==> config.mk <==
export PLATFORM = sky130hd
export DESIGN_NAME = cachemem_assoc
export DESIGN_NICKNAME = d
export VERILOG_FILES = /design/src/rtl/cache_pkg.sv /design/src/rtl/cachemem_lru.sv /design/src/rtl/cachemem_assoc.sv
export SDC_FILE = /design/constraint.sdc
export NUM_CORES = 2
export LEC_CHECK = 0
export CELL_PAD_IN_SITES_DETAIL_PLACEMENT = 1
export CELL_PAD_IN_SITES_GLOBAL_PLACEMENT = 1
export CORE_AREA = 2 2 499 550
export CTS_CLUSTER_SIZE = 10
export DETAILED_ROUTE_END_ITERATION = 16
export DIE_AREA = 0 0 501 552
export PLACE_DENSITY_LB_ADDON = 0.15
export SYNTH_ARGS = -nofsm -noshare
export SYNTH_HDL_FRONTEND = slang
export SYNTH_SLANG_ARGS = --single-unit
==> constraint.sdc <==
create_clock -name clock -period 12.3 [get_ports clock]
set_input_delay 3.075 -clock clock [delete_from_list [all_inputs] [get_ports clock]]
set_output_delay 3.075 -clock clock [all_outputs]
set_load 0.005 [all_outputs]
==> src/rtl/cache_pkg.sv <==
// Shared defaults, write-way selection encoding and LRU age helpers for the
// set-associative line store.
package cache_pkg;

    localparam int unsigned DEF_NUM_SETS = 16;
    localparam int unsigned DEF_NUM_WAYS = 2;
    localparam int unsigned DEF_TAG_W    = 8;
    localparam int unsigned DEF_DATA_W   = 64;

    typedef enum logic [1:0] {
        SEL_HIT,
        SEL_FREE,
        SEL_VICTIM
    } wr_sel_e;

    // Ages younger than the accessed way grow older by one; the accessed way becomes youngest.
    function automatic int unsigned lru_age_next(input int unsigned age,
                                                 input int unsigned acc_age,
                                                 input logic        is_acc);
        if (is_acc)
            return 0;
        if (age < acc_age)
            return age + 1;
        return age;
    endfunction

    function automatic logic lru_is_victim(input int unsigned age,
                                           input int unsigned num_ways);
        return age == num_ways - 1;
    endfunction

endpackage

==> src/rtl/cachemem_lru.sv <==
// Per-set true-LRU age tracker: one age per way, always a permutation of
// 0..NUM_WAYS-1; the oldest way is reported as the replacement victim.
module cachemem_lru
    import cache_pkg::*;
#(
    parameter  int unsigned NUM_WAYS = DEF_NUM_WAYS,
    localparam int unsigned WAY_W    = $clog2(NUM_WAYS)
) (
    input  logic             clock,
    input  logic             reset,
    input  logic             acc_en,
    input  logic [WAY_W-1:0] acc_way,
    output logic [WAY_W-1:0] victim_way
);

    logic [WAY_W-1:0] age [NUM_WAYS];

    always_ff @(posedge clock) begin
        if (reset) begin
            for (int unsigned w = 0; w < NUM_WAYS; w++)
                age[w] <= WAY_W'(w);
        end else if (acc_en) begin
            for (int unsigned w = 0; w < NUM_WAYS; w++)
                age[w] <= WAY_W'(lru_age_next(32'(age[w]), 32'(age[acc_way]),
                                              acc_way == WAY_W'(w)));
        end
    end

    always_comb begin
        victim_way = '0;
        for (int unsigned w = 0; w < NUM_WAYS; w++)
            if (lru_is_victim(32'(age[w]), NUM_WAYS))
                victim_way = WAY_W'(w);
    end

endmodule

==> src/rtl/cachemem_assoc.sv <==
// Set-associative line store with per-set LRU replacement, invalidate, and a
// registered one-cycle writeback pulse for dirty lines that leave the store.
module cachemem_assoc
    import cache_pkg::*;
#(
    parameter  int unsigned NUM_SETS = DEF_NUM_SETS,
    parameter  int unsigned NUM_WAYS = DEF_NUM_WAYS,
    parameter  int unsigned TAG_W    = DEF_TAG_W,
    parameter  int unsigned DATA_W   = DEF_DATA_W,
    localparam int unsigned IDX_W    = $clog2(NUM_SETS),
    localparam int unsigned WAY_W    = $clog2(NUM_WAYS)
) (
    input  logic              clock,
    input  logic              reset,
    input  logic              rd_en,
    input  logic [IDX_W-1:0]  rd_idx,
    input  logic [TAG_W-1:0]  rd_tag,
    output logic [DATA_W-1:0] rd_data,
    output logic              rd_valid,
    input  logic              wr_en,
    input  logic [IDX_W-1:0]  wr_idx,
    input  logic [TAG_W-1:0]  wr_tag,
    input  logic [DATA_W-1:0] wr_data,
    input  logic              wr_dirty,
    input  logic              inv_en,
    input  logic [IDX_W-1:0]  inv_idx,
    input  logic [TAG_W-1:0]  inv_tag,
    output logic              evict_valid,
    output logic [TAG_W-1:0]  evict_tag,
    output logic [IDX_W-1:0]  evict_idx,
    output logic [DATA_W-1:0] evict_data
);

    logic [NUM_SETS-1:0][NUM_WAYS-1:0] valid, dirty;
    logic [TAG_W-1:0]  tag_mem  [NUM_SETS][NUM_WAYS];
    logic [DATA_W-1:0] data_mem [NUM_SETS][NUM_WAYS];

    logic [WAY_W-1:0]    victim_way [NUM_SETS];
    logic [WAY_W-1:0]    acc_way    [NUM_SETS];
    logic [NUM_SETS-1:0] acc_en;

    int unsigned      rd_hits;
    logic [WAY_W-1:0] rd_way;
    wr_sel_e          wr_sel;
    logic [WAY_W-1:0] wr_way, hit_way, free_way, inv_way, ev_way;
    logic             wr_hit, wr_free, inv_hit, inv_go, ev_now, evict_q;
    logic [IDX_W-1:0] ev_idx;

    always_comb begin
        rd_hits = 0;
        rd_way  = '0;
        for (int unsigned w = 0; w < NUM_WAYS; w++)
            if (valid[rd_idx][w] && tag_mem[rd_idx][w] == rd_tag) begin
                rd_hits++;
                rd_way = WAY_W'(w);
            end
    end

    assign rd_valid = (rd_hits == 1);
    assign rd_data  = data_mem[rd_idx][rd_way];

    always_comb begin
        wr_hit   = 1'b0;
        wr_free  = 1'b0;
        hit_way  = '0;
        free_way = '0;
        for (int unsigned w = 0; w < NUM_WAYS; w++) begin
            if (!wr_hit && valid[wr_idx][w] && tag_mem[wr_idx][w] == wr_tag) begin
                wr_hit  = 1'b1;
                hit_way = WAY_W'(w);
            end
            if (!wr_free && !valid[wr_idx][w]) begin
                wr_free  = 1'b1;
                free_way = WAY_W'(w);
            end
        end
        if (wr_hit) begin
            wr_sel = SEL_HIT;
            wr_way = hit_way;
        end else if (wr_free) begin
            wr_sel = SEL_FREE;
            wr_way = free_way;
        end else begin
            wr_sel = SEL_VICTIM;
            wr_way = victim_way[wr_idx];
        end
    end

    // A write takes the access slot of its set; reads only touch LRU on a hit.
    always_comb begin
        for (int unsigned s = 0; s < NUM_SETS; s++) begin
            acc_en[s]  = 1'b0;
            acc_way[s] = rd_way;
            if (wr_en && wr_idx == IDX_W'(s)) begin
                acc_en[s]  = 1'b1;
                acc_way[s] = wr_way;
            end else if (rd_en && rd_valid && rd_idx == IDX_W'(s)) begin
                acc_en[s] = 1'b1;
            end
        end
    end

    always_comb begin
        inv_hit = 1'b0;
        inv_way = '0;
        for (int unsigned w = 0; w < NUM_WAYS; w++)
            if (!inv_hit && valid[inv_idx][w] && tag_mem[inv_idx][w] == inv_tag) begin
                inv_hit = 1'b1;
                inv_way = WAY_W'(w);
            end
        inv_go = inv_en && !wr_en && inv_hit;
        ev_now = 1'b0;
        ev_way = wr_way;
        ev_idx = wr_idx;
        if (wr_en) begin
            ev_now = (wr_sel == SEL_VICTIM) && valid[wr_idx][wr_way] && dirty[wr_idx][wr_way];
        end else if (inv_go) begin
            ev_now = dirty[inv_idx][inv_way];
            ev_way = inv_way;
            ev_idx = inv_idx;
        end
    end

    always_ff @(posedge clock) begin
        if (reset) begin
            valid   <= '0;
            dirty   <= '0;
            evict_q <= 1'b0;
        end else begin
            evict_q <= ev_now;
            if (wr_en) begin
                valid[wr_idx][wr_way] <= 1'b1;
                dirty[wr_idx][wr_way] <= wr_dirty | ((wr_sel == SEL_HIT) & dirty[wr_idx][wr_way]);
            end else if (inv_go) begin
                valid[inv_idx][inv_way] <= 1'b0;
                dirty[inv_idx][inv_way] <= 1'b0;
            end
        end
    end

    always_ff @(posedge clock) begin
        if (ev_now) begin
            evict_tag  <= tag_mem[ev_idx][ev_way];
            evict_idx  <= ev_idx;
            evict_data <= data_mem[ev_idx][ev_way];
        end
        if (wr_en && !reset) begin
            tag_mem[wr_idx][wr_way]  <= wr_tag;
            data_mem[wr_idx][wr_way] <= wr_data;
        end
    end

    // Gating with reset drops a writeback that is due in the same cycle reset arrives.
    assign evict_valid = evict_q && !reset;

    for (genvar s = 0; s < NUM_SETS; s++) begin : g_set
        cachemem_lru #(
            .NUM_WAYS (NUM_WAYS)
        ) u_lru (
            .clock      (clock),
            .reset      (reset),
            .acc_en     (acc_en[s]),
            .acc_way    (acc_way[s]),
            .victim_way (victim_way[s])
        );
    end

endmodule

======== After elaboration in Yosys (flattened, before gate mapping) ========
Memories as Yosys holds them, arrays and structs flattened.
Cells that the tools add are included.
word-level totals
  RAM bits ................................ 2336
  output and inout port bits .............. 142
  word-level logic and storage cells ...... 875
  memories ................................ 18
  flip-flop bits (word level) ............. 141
memory list
  name                 words  bits a word  rd ports  clocked after Yosys merged registers in  wr ports  line                  source
  data_mem             16     128          2         0                                        1         cachemem_assoc.sv:36  logic [DATA_W-1:0] data_mem [NUM_SETS][NUM_WAYS];
  tag_mem              16     16           4         0                                        1         cachemem_assoc.sv:35  logic [TAG_W-1:0] tag_mem [NUM_SETS][NUM_WAYS];
  g_set[0].u_lru.age   2      1            3         0                                        2         cachemem_lru.sv:16    logic [WAY_W-1:0] age [NUM_WAYS];
  g_set[10].u_lru.age  2      1            3         0                                        2         cachemem_lru.sv:16
  g_set[11].u_lru.age  2      1            3         0                                        2         cachemem_lru.sv:16
  g_set[12].u_lru.age  2      1            3         0                                        2         cachemem_lru.sv:16
  12 more memories     n/a    n/a          n/a       n/a                                      n/a       n/a
operators by class
  equality and inequality tests ........... 38
  bitwise gates (word level) .............. 42
  $lt $le $gt $ge ......................... 46
  reductions and logical operators ........ 62
  add/sub/neg operators ................... 33
  muxes and demuxes ....................... 600
operators with widths
  operator                                        number
  two-way mux 1 bit                               558
  two-way mux 64 bit                              7
  two-way mux 32 bit                              5
  two-way mux 128 bit                             1
  AND 32 bit                                      2
  demux 64 bit (select 1 bit)                     1
  == test 4 bit, second input constant            16
  logical AND 1 bit                               53
  == test 8 bit                                   6
  binary-select mux 2 bit (select 4 bit)          5
  bitwise OR 1 bit                                33
  adder 1 bit, second input constant              32
  adder 32 x 1 -> 32 bit, second input constant   1
  bitwise mux 32 bit                              1
  == test 32 x 1 -> 1 bit, second input constant  1
  == test 4 x 3 -> 1 bit, second input constant   8
  < comparator 1 bit                              32
  two-way mux 8 bit                               4
  NOT 32 bit                                      1
  bitwise OR 32 bit                               1
  two-way mux 2 bit                               9
  demux 2 bit (select 4 bit)                      2
  == test 4 x 2 -> 1 bit, second input constant   4
  two-way mux 16 bit                              1
  other kinds (20)                                37

======== Logic depth before layout (Yosys ltp) ========
  word-level depth ........................ 21
  mapped depth ............................ 21
  gate-level depth less buffers ........... 13

======== By module ========
From an unflattened synthesis, not the netlist that was laid out.
unflattened totals
  cell total of the unflattened synthesis .. 8527
  area total of the unflattened synthesis .. 121118.7 um^2
modules (own cells, without submodules)
  module          area each (um^2)  instances  cells an instance  seq. area each (um^2)
  cachemem_assoc  119457.1          1          8383               72769.8
  cachemem_lru    103.8             16         9                  60.1

======== Worst setup path after synthesis ========
No wires, ideal clock.
  path kind ............................... input to register
  start point ............................. input inv_idx[1]
  end point ............................... register evict_data[0] (enable)
  setup slack ............................. 0.504 ns
  data arrival time ....................... 11.179 ns
  path buffers ............................ 7
  cell stages on the path ................. 16
  library setup time ...................... 0.617 ns
  path through ............................ buf_6 buf_6 buf_6 buf_6 mux2i_1 a22o_1 a221oi_1 xor2_1 o41ai_1 nand3_2 a21boi_2 buf_6 buf_4 inv_1 clkbuf_1 o21ai_0
on the way
  word-level cells in the longest chain between the ends .. 12
RTL lines
  item                                                                            line                   source
  start: declaration                                                              cachemem_assoc.sv:26   input logic [IDX_W-1:0] inv_idx,
  memory (16 x 16 bit) or binary-select mux 2 bit (select 4 bit) (tied branches)  n/a
  == test 8 bit or two-way mux 2 bit (tied branches)                              cachemem_assoc.sv:107  if (!inv_hit && valid[inv_idx][w] && tag_mem[inv_idx][w] == inv_tag) begin
  logical AND 1 bit                                                               cachemem_assoc.sv:107
  two-way mux 1 bit                                                               cachemem_assoc.sv:107
  zero test 1 bit                                                                 cachemem_assoc.sv:107
  logical AND 1 bit (2 in a row)                                                  cachemem_assoc.sv:107
  two-way mux 1 bit                                                               cachemem_assoc.sv:107
  two-way mux 1 bit (implied by the code) (2 in a row)                            cachemem_assoc.sv:118  ev_now = dirty[inv_idx][inv_way];
  two-way mux 1 bit *                                                             cachemem_assoc.sv:117  end else if (inv_go) begin
  two-way mux 1 bit *                                                             cachemem_assoc.sv:115  if (wr_en) begin
  named net ev_now                                                                cachemem_assoc.sv:46   logic wr_hit, wr_free, inv_hit, inv_go, ev_now, evict_q;
  end signal: assignment                                                          cachemem_assoc.sv:145  evict_data <= data_mem[ev_idx][ev_way];
  end: declaration                                                                cachemem_assoc.sv:31   output logic [DATA_W-1:0] evict_data
Mark *: on every way through the listed nets, which the timed path passes. The rest lies on a longest branch. The select of a mux whose other input is x is not followed.
A chain may end at the register's enable or synchronous reset.

======== Worst setup path in the final report ========
  start point ............................. input rd_idx[0]
  end point ............................... output rd_data[43]
on the way
  word-level cells in the longest chain between the ends .. 8
RTL lines
  item                                                                            line                  source
  start: declaration                                                              cachemem_assoc.sv:16  input logic [IDX_W-1:0] rd_idx,
  memory (16 x 16 bit) or binary-select mux 2 bit (select 4 bit) (tied branches)  n/a
  == test 8 bit or two-way mux 2 bit (tied branches)                              cachemem_assoc.sv:53  if (valid[rd_idx][w] && tag_mem[rd_idx][w] == rd_tag) begin
  logical AND 1 bit                                                               cachemem_assoc.sv:53
  two-way mux 1 bit                                                               cachemem_assoc.sv:53
  NOT 1 -> 2 bit (implied by the code)                                            cachemem_assoc.sv:60  assign rd_data = data_mem[rd_idx][rd_way];
  two-way mux 64 bit (implied by the code) * (3 in a row)                         cachemem_assoc.sv:60
  end: declaration                                                                cachemem_assoc.sv:18  output logic [DATA_W-1:0] rd_data,
Every way passes the cells marked *; elsewhere a longest branch is shown, timed or not. The select of a mux whose other input is x is not followed.

==> qor.csv <==
metric,value,unit
status,completed,
holdWs,493,ps
synth_edf_count,2412,
viasPerCell,6.88,
fp.dieW,501,um
cts_tree,yes,
required,9220,ps
p_per_area,140,nW/um^2
synth-async-reset-ratio,0,%
drtPass1Iterations,5,
grt_pass1_vias,76600,
worst-r2r-cell-count,13,
globalRouteMet2Util,47.1,%
max-vdd-ir-drop,96.7,uV
synthSimpleGateAreaFrac,2.66,%
vias,73700,
yosys_most_used_dff,edfxtp_1,
initial_core_util,43.7,%
start_kind,input port,
htree_levels,5,
place_congestion,0.847,
wl_per_cell,39.5,um
period_needed,10920,ps
dr.first_iter.drc_count,8978,
ys_seq_area_share,62.1,%
yosysTopAreaCellShare,61.0,%
num_rows,201,
core_area,271000,um^2
synthMuxAreaShare,27.9,%
post_cts_resized,0,
fin_crit_sh,88.8,%
num-fill-cells,24800,
synth_top_family_by_area,multiplexers,
rsz0062_at_grt,no,
finalPower,18.7,mW
cts-root-buf,clkbuf_16,
clock_latency,890,ps
crit_fanout,59,
drc,0,
crit_type,input port to output port,
yosysWarnings,0,
final_nets,7175,
timing.setup.tns,0,ps
ioPinCount,248,
slew-limit-headroom,6.64,%
hold_viol,0,
cts_hold_buf,0,
syn-num-nets,6977,
cts_buffer_depth,4,
synth-xor-area-share,0.384,%
worst_slew_pin_slew,1400,ps
grt_pass1_wl,594000,um
cts.sinks,2477,
synth_commonest_cells,"edfxtp_1 (2412), mux2i_1 (1295), mux4_2 (891)",
ant_nets,0,
worstPathArrival,7850,ps
post_cts_buffers,0,
grt_usage,30.2,%
synth_compound_area_share,4.57,%
grt_most_used_layer,met2,
setup_viol,0,
synth_top_cell_by_area,edfxtp_1,
maxSlewViolCount,0,
syn_to_final_growth,12.6,%
antenna_found_initial,32,
fp.dieH,552,um
dpl_cell_area,126000,um^2
ys_ff_latch,2477,
cts_buffers,298,
crit_chain,"buf_8, buf_4, mux4_2, mux4_2, xor2_1, or4_4, buf_4, nand2_1, nand2_1, clkdlybuf4s50_1",
dp_hpwl,227000,um
worstSetupEndpointType,output port,
post-synth-top-count-cell,edfxtp_1,
drive_gt1_share,20.9,%
dieArea,277000,um^2
slowest_stage,or4_4,
synth_fa_ha_area_share,0,%
leakagePower,45.2,nW
io_buffers,247,
hp-class,flip-flop to flip-flop,
clock-skew-final,56.6,ps
fmax,91.5,MHz
synth.area.top_cells,"edfxtp_1 (61%), mux4_2 (17%), mux2i_1 (11%)",
grt_max_degree,141,
synth_cell_types,69,
clk_pin_slew,60,ps
synth_area_per_cell,17.3,um^2
use_met1,42.6,%
synth_cells,6871,
overflow,0,
critPathMaxStageDelay,920,ps
wl,423000,um
met3_usage,5.29,%
min_path_cells,2,
drv_cap,0,
final_cell_area,134000,um^2
synth_area,119000,um^2
## cells in the final DEF, fill, tap and decap left out, types with 35 or more instances in the layout
master           netlist  routed
a21oi_1               82      81
buf_12                 0      55
buf_4                 56     143
clkbuf_1             253      46
clkbuf_16              0     304
clkdlybuf4s50_1        0     235
dfxtp_1               65      65
edfxtp_1            2412    2412
inv_1                 51      35
mux2i_1             1295    1293
mux4_2               891     891
nand2_1              314     314
nor2_1               122     106
nor4_1               148     147
o21ai_0               78      77
o22ai_1              571     571
xnor2_1               41      41
## cell type report
class                           instances  area [um^2]  area share, %
Antenna cell                           11         27.5         0.0206
Clock buffer                          355         7850           5.87
Clock inverter                         27          229          0.171
Inverter                               55          327          0.244
Multi-Input combinational cell       3796        42500           31.8
Sequential cell                      2477        73700           55.1
Tap cell                             3552         4440           3.32
Timing Repair Buffer                  441         4620           3.45
## state kept, by name, indices dropped and copies added, names as in the netlist, 4 cells and up
register	flops
data_mem	2048
dirty	32
evict_data	64
evict_idx	4
evict_tag	8
g_set.u_lru.age	32
tag_mem	256
valid	32
## per-stage QoR
step | setup slack (ps) | instances | utilization [%]
after floorplan | 504 | 6871 | -
after global routing | 1240 | 10700 | 49.3
after global placement | 1420 | 10300 | 46.3
after CTS | 1330 | 10700 | 49.3
final | 1380 | 10700 | 49.3
after detailed placement | 1360 | 10300 | 46.3
## report_power, final
| group | total, mW | switching [mW] | internal, mW |
|---|---|---|---|
| sequential | 9.33 | 0.0173 | 9.31 |
| combinational | 1.58 | 0.947 | 0.635 |
| clock | 7.82 | 3.35 | 4.47 |
## metal layers
metal  wire length (um)  vias to the layer above
li1                   -                    29100
met1             175000                    40000
met2             197000                     3763
met3              34300                      814
met4              16500                       20
met5                129                        -
## cells by family (layout without fill, tap and decap cells)
| kind of cell | after synthesis | after routing |
|---|---|---|
| xor gates and xnor gates | 52 | 52 |
| and+or+nand+nor | 682 | 682 |
| muxes | 2197 | 2197 |
| buffers and inverters | 598 | 878 |
| DFF | 2477 | 2477 |
| AOI/OAI and AO/OA | 865 | 865 |
| other | 0 | 11 |
## critical path: cells and delay by family
kind / cells / cell delay (ps)
and+or+nand+nor: 3 / 1090
muxes: 2 / 1130
buffers and inverters: 4 / 1960
xor gates and xnor gates: 1 / 300
## final timing paths
path                                          startpoint                        to  slack (ps)
worst min register to register    dirty[17]$_SDFFE_PP0P_    dirty[17]$_SDFFE_PP0P_         490
worst max register to register  tag_mem[8][13]$_DFFE_PP_  evict_data[24]$_DFFE_PP_        5600
worst max-delay path                           rd_idx[0]               rd_data[43]        1380
worst min-delay path              dirty[17]$_SDFFE_PP0P_    dirty[17]$_SDFFE_PP0P_         490
Note: power is estimated with default switching activity, not from simulation.
